### src/rtl/rgb_pkg.sv
// Shared definitions for the RGB fade sequencer: default duty width,
// FSM state encoding and the fixed 8-entry colour palette.
package rgb_pkg;

  localparam int unsigned DUTY_W_DEF = 8;

  localparam logic [1:0] ST_IDLE = 2'd0;
  localparam logic [1:0] ST_FADE = 2'd1;
  localparam logic [1:0] ST_HOLD = 2'd2;

  typedef struct packed {
    logic [7:0] r;
    logic [7:0] g;
    logic [7:0] b;
  } rgb24_t;

  // Palette walk: black, red, yellow, green, cyan, blue, magenta, white.
  function automatic rgb24_t palette_color(input logic [2:0] idx);
    rgb24_t c;
    c = rgb24_t'(24'h000000);
    case (idx)
      3'd0:    c = rgb24_t'(24'h000000);
      3'd1:    c = rgb24_t'(24'hFF0000);
      3'd2:    c = rgb24_t'(24'hFFFF00);
      3'd3:    c = rgb24_t'(24'h00FF00);
      3'd4:    c = rgb24_t'(24'h00FFFF);
      3'd5:    c = rgb24_t'(24'h0000FF);
      3'd6:    c = rgb24_t'(24'hFF00FF);
      3'd7:    c = rgb24_t'(24'hFFFFFF);
      default: c = rgb24_t'(24'h000000);
    endcase
    return c;
  endfunction

endpackage

### src/rtl/tick_prescaler.sv
// Free-running divider that emits a one-cycle tick every TICK_DIV enabled
// cycles; clr parks the count at zero, en=0 freezes it.
module tick_prescaler #(
  parameter int unsigned TICK_DIV = 100000
) (
  input  logic CLK100MHZ,
  input  logic rst,
  input  logic en,
  input  logic clr,
  output logic tick
);

  localparam int unsigned CNT_W = $clog2(TICK_DIV);
  localparam logic [CNT_W-1:0] CNT_LAST = CNT_W'(TICK_DIV - 1);

  logic [CNT_W-1:0] cnt;

  always_ff @(posedge CLK100MHZ or posedge rst) begin
    if (rst) begin
      cnt <= '0;
    end else if (clr) begin
      cnt <= '0;
    end else if (en) begin
      cnt <= (cnt == CNT_LAST) ? '0 : cnt + CNT_W'(1);
    end
  end

  assign tick = en && !clr && (cnt == CNT_LAST);

endmodule

### src/rtl/rgb_fade_sequencer.sv
// Generates six RGB duty values: LED1 fades one LSB per tick through the
// palette, holds at each colour, and LED2 shows the complement of LED1.
module rgb_fade_sequencer
  import rgb_pkg::*;
#(
  parameter int unsigned DUTY_W     = DUTY_W_DEF,
  parameter int unsigned TICK_DIV   = 100000,
  parameter int unsigned HOLD_TICKS = 500
) (
  input  logic              CLK100MHZ,
  input  logic              rst,
  input  logic              enable,
  input  logic              mode,
  input  logic              step_req,
  output logic [DUTY_W-1:0] duty1_r,
  output logic [DUTY_W-1:0] duty1_g,
  output logic [DUTY_W-1:0] duty1_b,
  output logic [DUTY_W-1:0] duty2_r,
  output logic [DUTY_W-1:0] duty2_g,
  output logic [DUTY_W-1:0] duty2_b,
  output logic [2:0]        color_idx,
  output logic              busy
);

  localparam int unsigned HOLD_W = $clog2(HOLD_TICKS + 1);
  localparam logic [HOLD_W-1:0] HOLD_LAST = HOLD_W'(HOLD_TICKS);
  localparam logic [DUTY_W-1:0] DUTY_MAX = '1;

  // Palette levels are all-or-nothing, so they map onto full scale of DUTY_W.
  function automatic logic [DUTY_W-1:0] chan_target(input logic [7:0] level);
    return (level != 8'h00) ? DUTY_MAX : '0;
  endfunction

  function automatic logic [DUTY_W-1:0] step_toward(input logic [DUTY_W-1:0] cur,
                                                    input logic [DUTY_W-1:0] tgt);
    logic [DUTY_W-1:0] nxt;
    nxt = cur;
    if (cur < tgt) begin
      nxt = cur + DUTY_W'(1);
    end else if (cur > tgt) begin
      nxt = cur - DUTY_W'(1);
    end
    return nxt;
  endfunction

  logic [1:0]        state, state_nxt;
  logic [2:0]        idx_nxt;
  logic [DUTY_W-1:0] r_nxt, g_nxt, b_nxt;
  logic [HOLD_W-1:0] hold_cnt, hold_nxt;
  logic              busy_nxt;

  logic              tick;
  logic              presc_clr;
  rgb24_t            pal;
  logic [DUTY_W-1:0] tgt_r, tgt_g, tgt_b;
  logic              at_target;
  logic              hold_done;
  logic              advance;

  assign presc_clr = (state == ST_IDLE);

  tick_prescaler #(
    .TICK_DIV(TICK_DIV)
  ) u_prescaler (
    .CLK100MHZ(CLK100MHZ),
    .rst      (rst),
    .en       (enable),
    .clr      (presc_clr),
    .tick     (tick)
  );

  assign pal       = palette_color(color_idx);
  assign tgt_r     = chan_target(pal.r);
  assign tgt_g     = chan_target(pal.g);
  assign tgt_b     = chan_target(pal.b);
  assign at_target = (duty1_r == tgt_r) && (duty1_g == tgt_g) && (duty1_b == tgt_b);
  assign hold_done = (hold_cnt == HOLD_LAST);
  // Auto and manual advance are mutually exclusive, so a coincident request advances once.
  assign advance   = mode ? step_req : hold_done;

  // State register and all datapath registers; enable=0 leaves every next value unchanged.
  always_ff @(posedge CLK100MHZ or posedge rst) begin
    if (rst) begin
      state     <= ST_IDLE;
      color_idx <= '0;
      duty1_r   <= '0;
      duty1_g   <= '0;
      duty1_b   <= '0;
      hold_cnt  <= '0;
      busy      <= 1'b0;
    end else begin
      state     <= state_nxt;
      color_idx <= idx_nxt;
      duty1_r   <= r_nxt;
      duty1_g   <= g_nxt;
      duty1_b   <= b_nxt;
      hold_cnt  <= hold_nxt;
      busy      <= busy_nxt;
    end
  end

  // Next-state and datapath update.
  always_comb begin
    state_nxt = state;
    idx_nxt   = color_idx;
    r_nxt     = duty1_r;
    g_nxt     = duty1_g;
    b_nxt     = duty1_b;
    hold_nxt  = hold_cnt;
    if (enable) begin
      case (state)
        ST_IDLE: begin
          state_nxt = ST_FADE;
          idx_nxt   = '0;
        end
        ST_FADE: begin
          if (at_target) begin
            state_nxt = ST_HOLD;
            hold_nxt  = '0;
          end else if (tick) begin
            r_nxt = step_toward(duty1_r, tgt_r);
            g_nxt = step_toward(duty1_g, tgt_g);
            b_nxt = step_toward(duty1_b, tgt_b);
          end
        end
        ST_HOLD: begin
          if (tick && !hold_done) begin
            hold_nxt = hold_cnt + HOLD_W'(1);
          end
          if (advance) begin
            idx_nxt   = color_idx + 3'd1;
            state_nxt = ST_FADE;
          end
        end
        default: begin
          state_nxt = ST_IDLE;
        end
      endcase
    end
    busy_nxt = (state_nxt == ST_FADE);
  end

  // LED2 is the complement of the registered LED1 duties.
  assign duty2_r = DUTY_MAX - duty1_r;
  assign duty2_g = DUTY_MAX - duty1_g;
  assign duty2_b = DUTY_MAX - duty1_b;

endmodule

### config.mk
export PLATFORM = sky130hd
export DESIGN_NAME = rgb_fade_sequencer
export DESIGN_NICKNAME = d
export VERILOG_FILES = /design/src/rtl/rgb_pkg.sv /design/src/rtl/tick_prescaler.sv /design/src/rtl/rgb_fade_sequencer.sv
export SDC_FILE = /design/constraint.sdc
export NUM_CORES = 1
export LEC_CHECK = 0
export CORE_MARGIN = 2
export CORE_UTILIZATION = 40
export CTS_CLUSTER_DIAMETER = 150
export DETAILED_ROUTE_END_ITERATION = 16
export PLACE_DENSITY = 0.59
export SLEW_MARGIN = 5
export SYNTH_ARGS = -nofsm -noshare
export SYNTH_HDL_FRONTEND = slang
export SYNTH_SLANG_ARGS = --single-unit
### constraint.sdc
create_clock -name CLK100MHZ -period 4.4 [get_ports CLK100MHZ]
set_clock_uncertainty 0.15 [all_clocks]
set_input_delay 0.66 -clock CLK100MHZ [delete_from_list [all_inputs] [get_ports CLK100MHZ]]
set_output_delay 0.66 -clock CLK100MHZ [all_outputs]
set_load 0.005 [all_outputs]
==> run metrics, run 1 <==
Ports 57; #FFs+latches synth 56; final period utilization 84.5%; sequential share of the synthesized area 36.4%; async set-reset flop share out of synthesis 100%; Hold WC Path Type flip-flop to flip-flop; layout cells sized above 1 between 5 and 6%; DP HPWL 6450 um; CP Max Fanout 8; max frequency 269 MHz; PD cells 310 nW/um^2; CTS Hold Buffers Added 0; hold path cells 1; antenna-violating nets left 0; CORE AREA 9280 um^2; DRC 0; RR Endpoint duty1_b[7]$_DFFE_PP0P_; Slew Limit Fails 0; CP Launch Type flip-flop; CTS Sinks 56; Placement Cell Area 4560 um^2; GR Overflow Total 0; CP Capture Type flip-flop; Cell Area, Synth 3850 um^2; Die Wd 102 um; GRT Overall Usage 17.2%; RSZ-0062 raised after global routing no; yosys warns 0; Wirelength per Cell 14.0 um; status complete, no violations; Synth top area share 36.4%; dpl ws 724 ps; largest cells by area after synthesis dfrtp_1, ha_1, o21ai_0; Routed WL 8600 um; Top FF cell, synth dfrtp_1; Worst EP arrival 3820 ps; Core Util, Final 50.4%; Setup WS post-layout 680 ps; htree depth 2; largest net degree at the start of global routing 38; final setup vio count 0; total clock buffers created by CTS 5; diode count 0; Post-Syn Nets roughly 470; router iterations before antenna repair 4; root buf cell clkbuf_8; CTS tree yes; Worst EP required 4490 ps; VDD IR max 0.178 mV; placed insts 606; Die Ht 102 um; post-CTS setup buffer count 0; Worst Tran Pin Value 894 ps; cells on worst reg2reg path 13; leading area contributor after synthesis dfrtp_1; Leak 2.04 nW; Crit Path Category flip-flop to flip-flop; # resized after CTS 0; initial antenna violation count 0; DRT iter0 DRCs 146; die area 10400 um^2; total of max-cap violations 0; Rel. slew slack 40.2%; first-pass GRT wire length roughly 14000 um; worst r2r src color_idx[2]$_DFFE_PP0P_; CTS max path bufs 2; fill count 903; Unique masters post-synth 55; Hold Fails Final Rpt 0; RePlAce Congestion 0.775; number of flops mapped to enable cells by yosys 0; min cycle time layout around 3700 ps; CTS clk-pin slew, worst paths 120 ps; Setup TNS 0 ps; vias per inst 5.32; number of buffers inserted by port buffering 56; Rows 35; Mapped Cells roughly 430; number of global-route vias before repair 3085; hold_sp color_idx[0]$_DFFE_PP0P_; Worst Hold Path EP color_idx[0]$_DFFE_PP0P_; Avg Cell Area, Syn 9.03 um^2; initial core utilization 41.5%; synth-to-layout area growth 21.4%; synth cell count leaders dfrtp_1, inv_1, nand2_1; Clock Latency Late Sink 320 ps; Final Cell Area 4680 um^2; fin nets 524; count leader, synth dfrtp_1; vias 3269; flop-to-flop setup slack 680 ps; Final Instance Count excl. Fillers 614
worst max-delay path, stage by stage, from the launching register on:
cell and delay, ps:
dfrtp_1 470, inv_1 240, ha_1 290, nor2b_1 130, o31ai_1 220, a21oi_1 150
or2_2 380, ha_1 380, nand3_1 90, o211ai_1 220, o41ai_1 110, or4_1 480
a21oi_1 190, xnor2_1 130
sequential cells by signal, indices dropped and copies added, names as in the netlist:
register and count:
color_idx 3, u_prescaler.cnt 17, duty1_r 8, busy 1
duty1_g 8, state 2, duty1_b 8, hold_cnt 9
per-stage QoR:
step | hold WS (ps) | power [mW]
after floorplan | 310 | 0.960
after global placement | 341 | 1.08
after detailed placement | 346 | 1.10
after CTS | 362 | 1.47
after global routing | 397 | 1.55
final | 366 | 1.45
cells in the final DEF, fill, tap and decap left out, types with 7 or more instances in the layout:
master | Yosys | routed
clkdlybuf4s50_1 | 0 | 56
inv_1 | 39 | 38
ha_1 | 32 | 32
nor3_1 | 7 | 7
and3_1 | 9 | 9
dfrtp_1 | 56 | 56
xnor2_1 | 18 | 18
nor2_1 | 29 | 29
a21oi_1 | 25 | 25
o31ai_1 | 8 | 8
nand4_1 | 13 | 13
nand3_1 | 13 | 13
nand2_1 | 36 | 36
o21ai_0 | 35 | 35
xor2_1 | 10 | 10
power by group:
| group | internal (mW) | total (mW) | switching (mW) |
|---|---|---|---|
| sequential | 0.544 | 0.579 | 0.0350 |
| combinational | 0.228 | 0.511 | 0.283 |
| clock | 0.172 | 0.358 | 0.186 |
cells by family (layout without fill, tap and decap cells):
kind of cell    Yosys count  in the layout  share of synthesized area [%]
buf+inv                  50            108                           5.16
flops                    56             56                           36.4
compound gates          102            102                           17.0
fa+ha+maj                35             35                           11.9
xor+xnor                 28             28                           6.36
simple gates            143            143                           19.6
mux                      13             13                           3.60
worst max path at each step:
stage / start / slack [ps] / endpoint
after floorplan: color_idx[1]$_DFFE_PP0P_ / 720 / duty1_g[6]$_DFFE_PP0P_
after global placement: color_idx[1]$_DFFE_PP0P_ / 830 / duty1_g[7]$_DFFE_PP0P_
after detailed placement: color_idx[2]$_DFFE_PP0P_ / 720 / duty1_b[7]$_DFFE_PP0P_
after CTS: color_idx[2]$_DFFE_PP0P_ / 680 / duty1_b[7]$_DFFE_PP0P_
after global routing: color_idx[2]$_DFFE_PP0P_ / 360 / duty1_b[7]$_DFFE_PP0P_
final: color_idx[2]$_DFFE_PP0P_ / 680 / duty1_b[7]$_DFFE_PP0P_
area by class of cell:
type	instances	area, um^2	share of cell area, %
inverter	39	146	3.13
timing repair buffer	61	598	12.8
clock inverter	3	47.5	1.02
clock buffer	5	68.8	1.47
tap	129	161	3.45
sequential	56	1400	30.0
multi-input combinational	321	2250	48.2
metal layers:
layer | up-vias | global-route usage (%) | part of all wire (%)
li1 | 1644 | - | -
met4 | 0 | 3.79 | 0.84
met2 | 56 | 29.0 | 47
met1 | 1563 | 23.4 | 49
met5 | - | 0 | 0
met3 | 6 | 2.94 | 3.1
No activity file was read; power rests on OpenSTA's default activity.
==> run 2, diff against run 1 <==
PLACE_DENSITY = 0.61   (was 0.59)
clock period = 3.2 ns   (was 4.4 ns; I/O delays follow)
==> run 2 against run 1 <==
Compared with the run above:
- the run now ends with setup timing left
- register-to-register slack worse by 790 ps
- largest power group is now combinational logic
- sequential share of layout area decreased by 5.3 points
- global-route usage rose by 3.6 points
==> run metrics, run 2 (synthesized netlist as in run 1, its figures left out) <==
violated checks setup timing; die area 10400 um^2; Reg power frac roughly 31%; DRC 0; hold path cells 1; Die Wd 102 um; Worst EP arrival 3410 ps; Worst Hold Path EP u_prescaler.cnt[8]$_DFFE_PP0P_; Setup WS post-layout -110 ps; CORE AREA 9280 um^2; fill count 804; layout cells sized above 1 27.3%; Slew Limit Fails 0; PD cells 455 nW/um^2; combinational power share 52.4%; Rows 35; CP Capture Type flip-flop; cells on worst reg2reg path 14; first-pass GRT wire length 17400 um; Ports 57; most flop-heavy register u_prescaler.cnt; Clk network pwr share 16.9%; RSZ-0062 raised after global routing yes; flop-to-flop setup slack -110 ps; CP Max Fanout 6; Placement Cell Area 5030 um^2; hold_sp u_prescaler.cnt[8]$_DFFE_PP0P_; DP HPWL 7160 um; status finished with violations; worst hold slack between 300 and 400 ps; RePlAce Congestion 0.836; Wirelength per Cell between 15 and 20 um; diode count 0; initial antenna violation count 0; Crit Path Category flip-flop to flip-flop; DRT iter0 DRCs 151; max reg flops 17; Hold WC Path Type flip-flop to flip-flop; VDD IR max 0.281 mV; synth-to-layout area growth 47.4%; Hold Fails Final Rpt 0; RR Endpoint duty1_b[7]$_DFFE_PP0P_; min cycle time layout 3310 ps; total of max-cap violations 0; root buf cell clkbuf_8; largest net degree at the start of global routing 29; CTS clk-pin slew, worst paths 110 ps; final period utilization 103%; Switch Pwr approximately 940 uW; CTS Sinks 56; Routed WL 10600 um; most frequent cells in the layout buf_4, clkdlybuf4s50_1, dfrtp_1; commonest non-fill, non-tap cell in the layout buf_4; number of buffers inserted by port buffering 56; antenna-violating nets left 0; vias per inst 5.37; Die Ht 102 um; CTS max path bufs 2; CTS Hold Buffers Added 0; initial core utilization approximately two fifths; Cell Int Power between 1.5 and 2 mW; CP Launch Type flip-flop; max frequency around 300 MHz; Worst Tran Pin Value 712 ps; GRT Overall Usage around a fifth; Clock Latency Late Sink 330 ps; Final Cell Area roughly 5700 um^2; number of global-route vias before repair 3660; largest registers u_prescaler.cnt x17, hold_cnt x9; htree depth 2; worst r2r src color_idx[2]$_DFFE_PP0P_; GR Overflow Total 0; Sw Ratio 36.5%; Rel. slew slack 52.4%; total clock buffers created by CTS 5; router iterations before antenna repair 4; fin nets 596; Leak 2.46 nW; vias approximately 3700; Worst EP required about 3300 ps; CTS tree yes; final setup vio count 9
## run 2: cell count changes in the layout (fill, tap and decap cells not counted), moves of 5 or more
cell / previous run / this run
buf_4: 5 / 70
ha_1: 32 / 12
ha_4: 0 / 18
a21oi_1: 25 / 14
a21oi_2: 1 / 12
buf_6: 0 / 5
## run 2: what timing repair did
| action | 4_1_cts | 5_1_grt |
|---|---|---|
| buffers inserted | 17 | 8 |
| setup endpoints to repair | 4 | 26 |
| cloned | 0 | 0 |
| gates resized for setup | 27 | 29 |
| pin swaps | 27 | 17 |
## run 2: power groups by stage
| stage | Sequential [mW] | Combinational (mW) | Clock (mW) |
|---|---|---|---|
| final | 0.792 | 1.35 | 0.437 |
| after global routing | 0.798 | 1.47 | 0.474 |
| after CTS | 0.792 | 0.958 | 0.451 |
| after detailed placement | 0.805 | 0.871 | 0 |
| after global placement | 0.803 | 0.843 | 0 |
| after floorplan | 0.801 | 0.575 | 0 |
## run 2: routing by layer
layer | share of wire [%] | global-route usage, % | vias to the layer above
met2 | 51 | 36.2 | 62
met1 | 45 | 27.3 | 1822
met3 | 2.6 | 2.60 | 14
li1 | - | - | 1784
met5 | 0 | 0 | -
met4 | 1.8 | 6.05 | 0
## run 2: worst max-delay path: stages (launching register included)
cell and delay [ps]:
dfrtp_2 450, inv_4 110, ha_4 220, nor4_4 300
or3_4 170, a21oi_2 40, or2_4 310, buf_4 170
ha_2 330, nor2_1 50, nor2_1 130, o41ai_2 100
or4_1 420, a21oi_2 150, xnor2_1 130
## run 2: worst max path at each step
| stage | startpoint | depth (start not counted) | slack (ps) | end |
|---|---|---|---|---|
| 2_1_floorplan | color_idx[1]$_DFFE_PP0P_ | 13 | -70 | duty1_g[7]$_DFFE_PP0P_ |
| 3_3_place_gp | color_idx[2]$_DFFE_PP0P_ | 13 | -40 | duty1_b[7]$_DFFE_PP0P_ |
| 3_5_place_dp | color_idx[2]$_DFFE_PP0P_ | 13 | -130 | duty1_b[7]$_DFFE_PP0P_ |
| 4_1_cts | color_idx[2]$_DFFE_PP0P_ | 13 | -20 | duty1_b[7]$_DFFE_PP0P_ |
| 5_1_grt | color_idx[1]$_DFFE_PP0P_ | 14 | -300 | duty1_g[7]$_DFFE_PP0P_ |
| 6_report | color_idx[2]$_DFFE_PP0P_ | 14 | -110 | duty1_b[7]$_DFFE_PP0P_ |
## run 2: area by class of cell
cell class / count / area (um^2) / area share [%]
clock inverter: 3 / 27.5 / 0.485
sequential: 56 / 1400 / 24.7
timing repair buffer: 133 / 1180 / 20.8
multi-input combinational: 321 / 2690 / 47.3
clock buffer: 5 / 68.8 / 1.21
tap: 129 / 161 / 2.84
inverter: 39 / 149 / 2.62
## run 2: per-stage QoR
stage / power (mW) / utilization, % / std cells / setup TNS, ps / setup WS (ps)
after floorplan: 1.38 / - / 427 / -140 / -74.7
after global placement: 1.65 / 54.2 / 654 / -52.0 / -36.0
after detailed placement: 1.68 / 54.2 / 654 / -245 / -128
after CTS: 2.20 / 58.8 / 679 / -25.7 / -21.1
after global routing: 2.74 / 61.2 / 686 / -2150 / -303
final: 2.58 / 61.2 / 686 / -612 / -110
==> run 3, diff against run 2 <==
CORE_UTILIZATION = 50   (was 40)
PLACE_DENSITY = 0.74   (was 0.61)
==> run 3 against run 2 <==
Compared with the run above:
- setup slack lost 140 ps
- utilization up 11 points
- cell count decreased by 6.9%
- flip-flop and latch count did not move
- clock power down 5.0%
- final area decreased by 4.0%
- sequential power grew 0.5%
- the flow still finishes with violations (setup timing)
- register-to-register slack got worse by 140 ps
- count of clock-buffer cells in the layout is the same
- via count decreased by 2.1%
==> run metrics, run 3 (synthesized netlist as in run 1, its figures left out) <==
status finished with violations; Worst Setup EP duty1_b[7]$_DFFE_PP0P_; Placement Cell Area 4930 um^2; Worst Tran Pin Value 655 ps; final period utilization 108%; CTS max path bufs 2; WP depth 14; Ports 57; total of max-cap violations 0; initial antenna violation count 0; VDD IR max 0.358 mV; Routed WL 10200 um; max frequency 290 MHz; Wirelength per Cell roughly 16 um; Die Ht about 92 um; number of buffers inserted by port buffering 56; worst setup path startpoint color_idx[2]$_DFFE_PP0P_; CTS Sinks 56; fin nets 576; largest registers u_prescaler.cnt x17, hold_cnt x9; CTS clk-pin slew, worst paths 110 ps; Hold WC Path Type flip-flop to flip-flop; Leak 2.33 nW; total clock buffers created by CTS 5; commonest non-fill, non-tap cell in the layout clkdlybuf4s50_1; Slew Limit Fails 0; Die Wd 91.8 um; Setup WS post-layout -249 ps; most flop-heavy register u_prescaler.cnt; flop-to-flop setup slack -250 ps; router iterations before antenna repair 5; RePlAce Congestion 0.935; PD cells 438 nW/um^2; DRC 0; Clock Latency Late Sink 330 ps; violated checks setup timing; root buf cell clkbuf_8; CTS Hold Buffers Added 0; RSZ-0062 raised after global routing yes; htree depth 2; vias 3605; Crit Path Category flip-flop to flip-flop; vias per inst approximately 5.6; max reg flops 17; synth-to-layout area growth 41.5%; Worst EP arrival 3550 ps; min cycle time layout 3450 ps; first-pass GRT wire length 15500 um; layout cells sized above 1 around a quarter; antenna-violating nets left 0; RR Endpoint duty1_b[7]$_DFFE_PP0P_; DP HPWL 6950 um; dpl ws -99.5 ps; DRT iter0 DRCs 159; CP Max Fanout 8; cells on worst reg2reg path 14; slowest CP cell dfrtp_2; crit-path cells clkinv_4 > buf_6 > ha_4 > nor4_2 > or3_1 > a21oi_2 > or2_4 > ha_4 > nand3_1 > o211ai_1 > o41ai_2 > or4_1 > a21oi_2 > xnor2_1; CP peak stage delay between 400 and 500 ps; most frequent cells in the layout clkdlybuf4s50_1, dfrtp_1, buf_4; CP Launch Type flip-flop; final setup vio count 5; die area between 8000 and 9000 um^2; largest net degree at the start of global routing 30; Rel. slew slack 56.2%; CTS tree yes; overall power 2.39 mW; GR Overflow Total 0; CP Capture Type flip-flop; hold path cells 1; delay-heaviest family, CP simple AND/OR/NAND/NOR gates; Hold Fails Final Rpt 0; Rows 32; WP buf/inv 2; GRT Overall Usage 22.4%; Final Cell Area ~5500 um^2; number of global-route vias before repair 3444; CORE AREA 7610 um^2; Worst EP required 3300 ps; diode count 0; worst r2r src color_idx[2]$_DFFE_PP0P_; initial core utilization 50.7%
[run 3: changes by cell type in the layout (fill, tap and decap cells not counted), sizes merged]
cell | previous run | this run
buf | 77 | 57
[run 3: worst min path at each step]
stage / from / end
after floorplan: u_prescaler.cnt[16]$_DFFE_PP0P_ / u_prescaler.cnt[16]$_DFFE_PP0P_
after global placement: u_prescaler.cnt[16]$_DFFE_PP0P_ / u_prescaler.cnt[16]$_DFFE_PP0P_
after detailed placement: u_prescaler.cnt[8]$_DFFE_PP0P_ / u_prescaler.cnt[8]$_DFFE_PP0P_
after CTS: u_prescaler.cnt[8]$_DFFE_PP0P_ / u_prescaler.cnt[8]$_DFFE_PP0P_
after global routing: u_prescaler.cnt[16]$_DFFE_PP0P_ / u_prescaler.cnt[16]$_DFFE_PP0P_
final: u_prescaler.cnt[16]$_DFFE_PP0P_ / u_prescaler.cnt[16]$_DFFE_PP0P_
[run 3: metrics by stage]
| step | TNS (ps) | instances | util (%) | hold WS, ps |
|---|---|---|---|---|
| 6_report | -612 | 639 | 71.7 | 355 |
| 5_1_grt | -1440 | 639 | 71.7 | 389 |
| 4_1_cts | -67.1 | 635 | 68.0 | 357 |
| 3_5_place_dp | -180 | 618 | 64.8 | 343 |
| 3_3_place_gp | 0 | 618 | 64.8 | 337 |
| 2_1_floorplan | -140 | 427 | - | 310 |
[run 3: where the power goes]
part,switching [mW],internal [mW]
combinational,0.572,0.603
sequential,0.0481,0.748
clock,0.255,0.160
[run 3: timing repair]
action | CTS | global route
hold endpoints to repair | 0 | 0
gates resized for setup | 13 | 37
pin swaps | 15 | 20
endpoints found under the setup margin | 5 | 21
buffers inserted | 9 | 5
[run 3: final cells by class]
cell class / instances / area, um^2
Clock inverter: 3 / 25.0
Fill cell: 556 / 2150
Sequential cell: 56 / 1400
Inverter: 39 / 151
Timing Repair Buffer: 113 / 1000
Clock buffer: 5 / 68.8
Multi-Input combinational cell: 321 / 2680
Tap cell: 102 / 128
[run 3: layer usage]
layer / part of all wire [%] / global-route usage [%] / vias to the layer above / routed length (um)
li1: - / - / 1743 / -
met1: 44 / 29.2 / 1755 / 4480
met2: 51 / 38.5 / 87 / 5160
met3: 2.9 / 3.04 / 20 / 299
met4: 2.3 / 7.46 / 0 / 229
met5: 0 / 0 / - / 0
==> variant 1: new RTL, settings of run 2 <==
`TICK_DIV` is set to 100000 in 2 places; all go to 200000.
--- a/src/rtl/tick_prescaler.sv
+++ b/src/rtl/tick_prescaler.sv
@@ -1,7 +1,7 @@
 // Free-running divider that emits a one-cycle tick every TICK_DIV enabled
 // cycles; clr parks the count at zero, en=0 freezes it.
 module tick_prescaler #(
-  parameter int unsigned TICK_DIV = 100000
+  parameter int unsigned TICK_DIV = 200000
 ) (
   input  logic CLK100MHZ,
   input  logic rst,
--- a/src/rtl/rgb_fade_sequencer.sv
+++ b/src/rtl/rgb_fade_sequencer.sv
@@ -4,7 +4,7 @@
   import rgb_pkg::*;
 #(
   parameter int unsigned DUTY_W     = DUTY_W_DEF,
-  parameter int unsigned TICK_DIV   = 100000,
+  parameter int unsigned TICK_DIV   = 200000,
   parameter int unsigned HOLD_TICKS = 500
 ) (
   input  logic              CLK100MHZ,
Check against the original RTL: same outputs for any inputs over 10 cycles, from zero or initial values and one cycle with rst high; that may be too few to reach the edited logic, so the function may still have changed.
==> variant 1 against run 2 <==
Via count is 2.1% lower; worst hold slack lost 0.027 ns; core utilization fell by 6.3 points; wire length decreased by 11%; synthesized area grew 1.4%; worst setup slack better by 0.13 ns; total power is 9.4% lower; sequential cell count grew 1; die area increased by 1.3%; design area is 6.8% lower; fmax is 4.1% higher; sequential power is 0.8% lower; largest cell class unchanged.
==> variant 1: results (changes against run 2) <==
* Clock-pin slew of the registers on the worst-case setup and hold paths at 0.08 ns (-0.03 ns)
* NonClk Buf Share at 16.1% (-4.7 points)
* HPWL after detailed placement at 6.94 mm (-3.1%)
* Post-synth top cells: 57 x dfrtp_1, 46 x nand2_1, 46 x o21ai_0
* Hold Crit Start: u_prescaler.cnt[17]$_DFFE_PP0P_
* Synth Area in Adders at 11.8% (-0.16 points)
* Peak Freq at 314 MHz (+4.1%)
* First-pass GRT wire length at 15.8 mm (-9.4%)
* Synth Area in Compound Gates at 18.4% (+1.4 points)
* Gpl congestion at 0.818 (-2.2%)
* Cells after Synth at 452 (+5.9%)
* Comb_multi_in at 342 (+6.5%)
* Crit-path leading delay family: compound AO/OA/AOI/OAI gates
* Post-synthesis mux area share at 2.72% (-0.88 points)
* Hold Path Sink: u_prescaler.cnt[17]$_DFFE_PP0P_
* Router iterations before antenna repair at 6 (+2)
* Total Routed Length at 9.39 mm (-11%)
* Final nets at 588 (-1.3%)
* R2r startpoint: color_idx[1]$_DFFE_PP0P_
* Total GRT Usage at 18.6% (-2.2 points)
* CP peak stage delay at 0.42 ns (-0.03 ns)
* CP endpoint: duty1_g[7]$_DFFE_PP0P_
* RR Endpoint: duty1_g[7]$_DFFE_PP0P_
* Relative slew slack at 50.9% (-1.5 points)
* Xor/xnor share of the synthesized area at 5.60% (-0.76 points)
* H-tree Lvls at 3 (+1)
* Seq pwr share at 33.6% (+2.9 points)
* Seq/Total Area, Yosys at 36.5% (+0.14 points)
* Share of cells above drive strength 1 at 17.2% (-10 points)
* FILL cells at 908 (+13%)
* Clock network share of area at 4.70% (+3.0 points)
* Placed insts at 666 (+1.8%)
* Vias in the first global route at 3430 (-6.3%)
* Netlist cell types at 53 (-3.6%)
* Largest net degree at the start of global routing at 58 (+100%)
* Sequential cell area at 0.00143 mm² (+1.8%)
* Outcome: finished, final reports clean
## variant 1: changes by cell type in the layout (fill, tap and decap cells not counted), moves of 5 or more
cell / run 2 / this run
o21ai_0: 34 / 45
nor2_1: 28 / 42
and3_1: 9 / 4
buf_6: 5 / 0
nand2_1: 35 / 46
a21oi_2: 12 / 4
ha_4: 18 / 4
ha_1: 12 / 28
buf_4: 70 / 39
a21oi_1: 14 / 21
nand3_1: 10 / 17
## variant 1: cell families after synthesis
group,Yosys count
AO/OA/AOI/OAI,114
XOR/XNOR,25
adder cells (fa/ha/maj),35
buffers and inverters,53
flip-flops,57
multiplexers,9
AND/OR/NAND/NOR,159
## variant 1: per-layer routing
| metal | routed length, µm | vias to the layer above | GRT usage (%) |
|---|---|---|---|
| met1 | 4380 | 1718 | 24.7 |
| met4 | 124 | 0 | 5.16 |
| met3 | 365 | 11 | 3.93 |
| met2 | 4520 | 68 | 30.8 |
| li1 | - | 1807 | - |
| met5 | 0 | - | 0 |
==> variant 2: new RTL, config.mk and constraints of run 2 <==
Made on the original files. Remove the register `busy`: a continuous assignment takes its place, so the output `busy` follows one clock earlier.
--- a/src/rtl/rgb_fade_sequencer.sv
+++ b/src/rtl/rgb_fade_sequencer.sv
@@ -87,7 +87,6 @@
       duty1_g   <= '0;
       duty1_b   <= '0;
       hold_cnt  <= '0;
-      busy      <= 1'b0;
     end else begin
       state     <= state_nxt;
       color_idx <= idx_nxt;
@@ -95,9 +94,10 @@
       duty1_g   <= g_nxt;
       duty1_b   <= b_nxt;
       hold_cnt  <= hold_nxt;
-      busy      <= busy_nxt;
     end
   end
+
+  assign busy = busy_nxt;
 
   // Next-state and datapath update.
   always_comb begin
Function: changed (a bounded check fails within 4 cycles, from zero or initial values and one cycle with rst high).
==> variant 2 against run 2 <==
The flow still finishes with violations (setup timing); sequential cell count fell by 1; wire length fell by 8.9%; fmax fell by 0.63%; final cell count fell by 1.7%; count of clock-buffer cells in the layout rose by 1; design area fell by 3.3%; total power fell by 14%; worst setup slack got worse by 0.021 ns; synthesized area fell by 0.65%; largest power group unchanged; highest routed layer unchanged.
==> variant 2: results (changes against run 2) <==
* Global Route met3 Usage at 2.53% (-0.068 points)
* First-pass GRT wire length at 15.5 mm (-11%)
* Total GRT Usage at 18.4% (-2.4 points)
* Routing usage on met2 at 31.6% (-4.6 points)
* Synth Area in Compound Gates at 17.1% (+0.11 points)
* Lkg Pwr at 2.38 nW (-3.1%)
* Xor/xnor share of the synthesized area at 6.41% (+0.042 points)
* Setup-failing EPs final at 3 (-6)
* Placed cell areas at 0.00503 mm² (about the same)
* Final setup margin at -0.131 ns (-0.0210 ns)
* Post-synthesis mux area share at 3.63% (+0.024 points)
* Outcome: complete, but fails checks
* DR iter-0 viols at 157 (+4.0%)
* Worst slack at placement at -0.155 ns (-0.0270 ns)
* Met1 Track Usage GR at 24.5% (-2.8 points)
* Synth Area in Adders at 12.0% (+0.078 points)
* Worst Setup SP: color_idx[0]$_DFFE_PP0P_
* Clk Latency, worst-skew pair at 0.31 ns (-0.02 ns)
* CP endpoint: busy
* Post-Syn Nets at 466 (-0.21%)
* Failing checks: setup timing
* Post-synth top cells: 55 x dfrtp_1, 39 x inv_1, 36 x nand2_1
* Final nets at 584 (-2.0%)
* FF-to-FF path depth at 13 (-1)
* DR vias/cell at 5.21 (-3.0%)
* Maximum vdd ir drop at 270 µV (-3.8%)
* Seq/Total Area, Yosys at 35.9% (-0.42 points)
variant 2: cell types whose count changed after synthesis:
cell,delta
dfrtp_1,-1
variant 2: layout make-up:
class,instances,area (µm²)
fillers,797,3790
clock buffers,6,82.6
inverters,39,154
flip-flops and latches,55,1380
clock inverters,2,13.8
repair buffers,122,1080
multi-input cells,321,2620
well taps,129,161
variant 2: worst max-delay path, stage by stage (launching register included):
cell and delay (ns):
dfrtp_1 0.43, ha_4 0.29, and2_4 0.15, nor2_4 0.04, ha_4 0.27, nand4_1 0.07, or4_4 0.46, a221oi_4 0.31
nand2_1 0.08, a21o_1 0.18, buf_2 0.12
variant 2: power groups by stage:
stage	clock [mW]	combinational, mW	sequential, mW
floorplan	0	0.576	0.780
global placement	0	0.852	0.782
detailed placement	0	0.876	0.784
CTS	0.439	0.903	0.771
global route	0.464	1.13	0.781
finish	0.425	1.02	0.772
variant 2: what timing repair did:
item                                    in CTS  in global routing
endpoints found under the setup margin       5                  8
gates resized for setup                     18                 30
pin swaps                                   25                 23
endpoints found under the hold margin        0                  0
buffers inserted                             5                  6
variant 2: metrics by stage:
stage,utilization [%],setup TNS [ns],instances,hold slack (ns)
global route,59.1,-0.686,674,0.404
global placement,54.2,-0.216,655,0.341
floorplan,-,-0.140,426,0.310
CTS,56.6,-0.301,668,0.360
finish,59.1,-0.197,674,0.359
detailed placement,54.2,-0.573,655,0.343
variant 2: routing by layer:
metal / part of all wire, % / vias up
li1: - / 1765
met1: 46 / 1664
met2: 50 / 67
met3: 3.1 / 13
met4: 1.5 / 0
met5: 0 / -
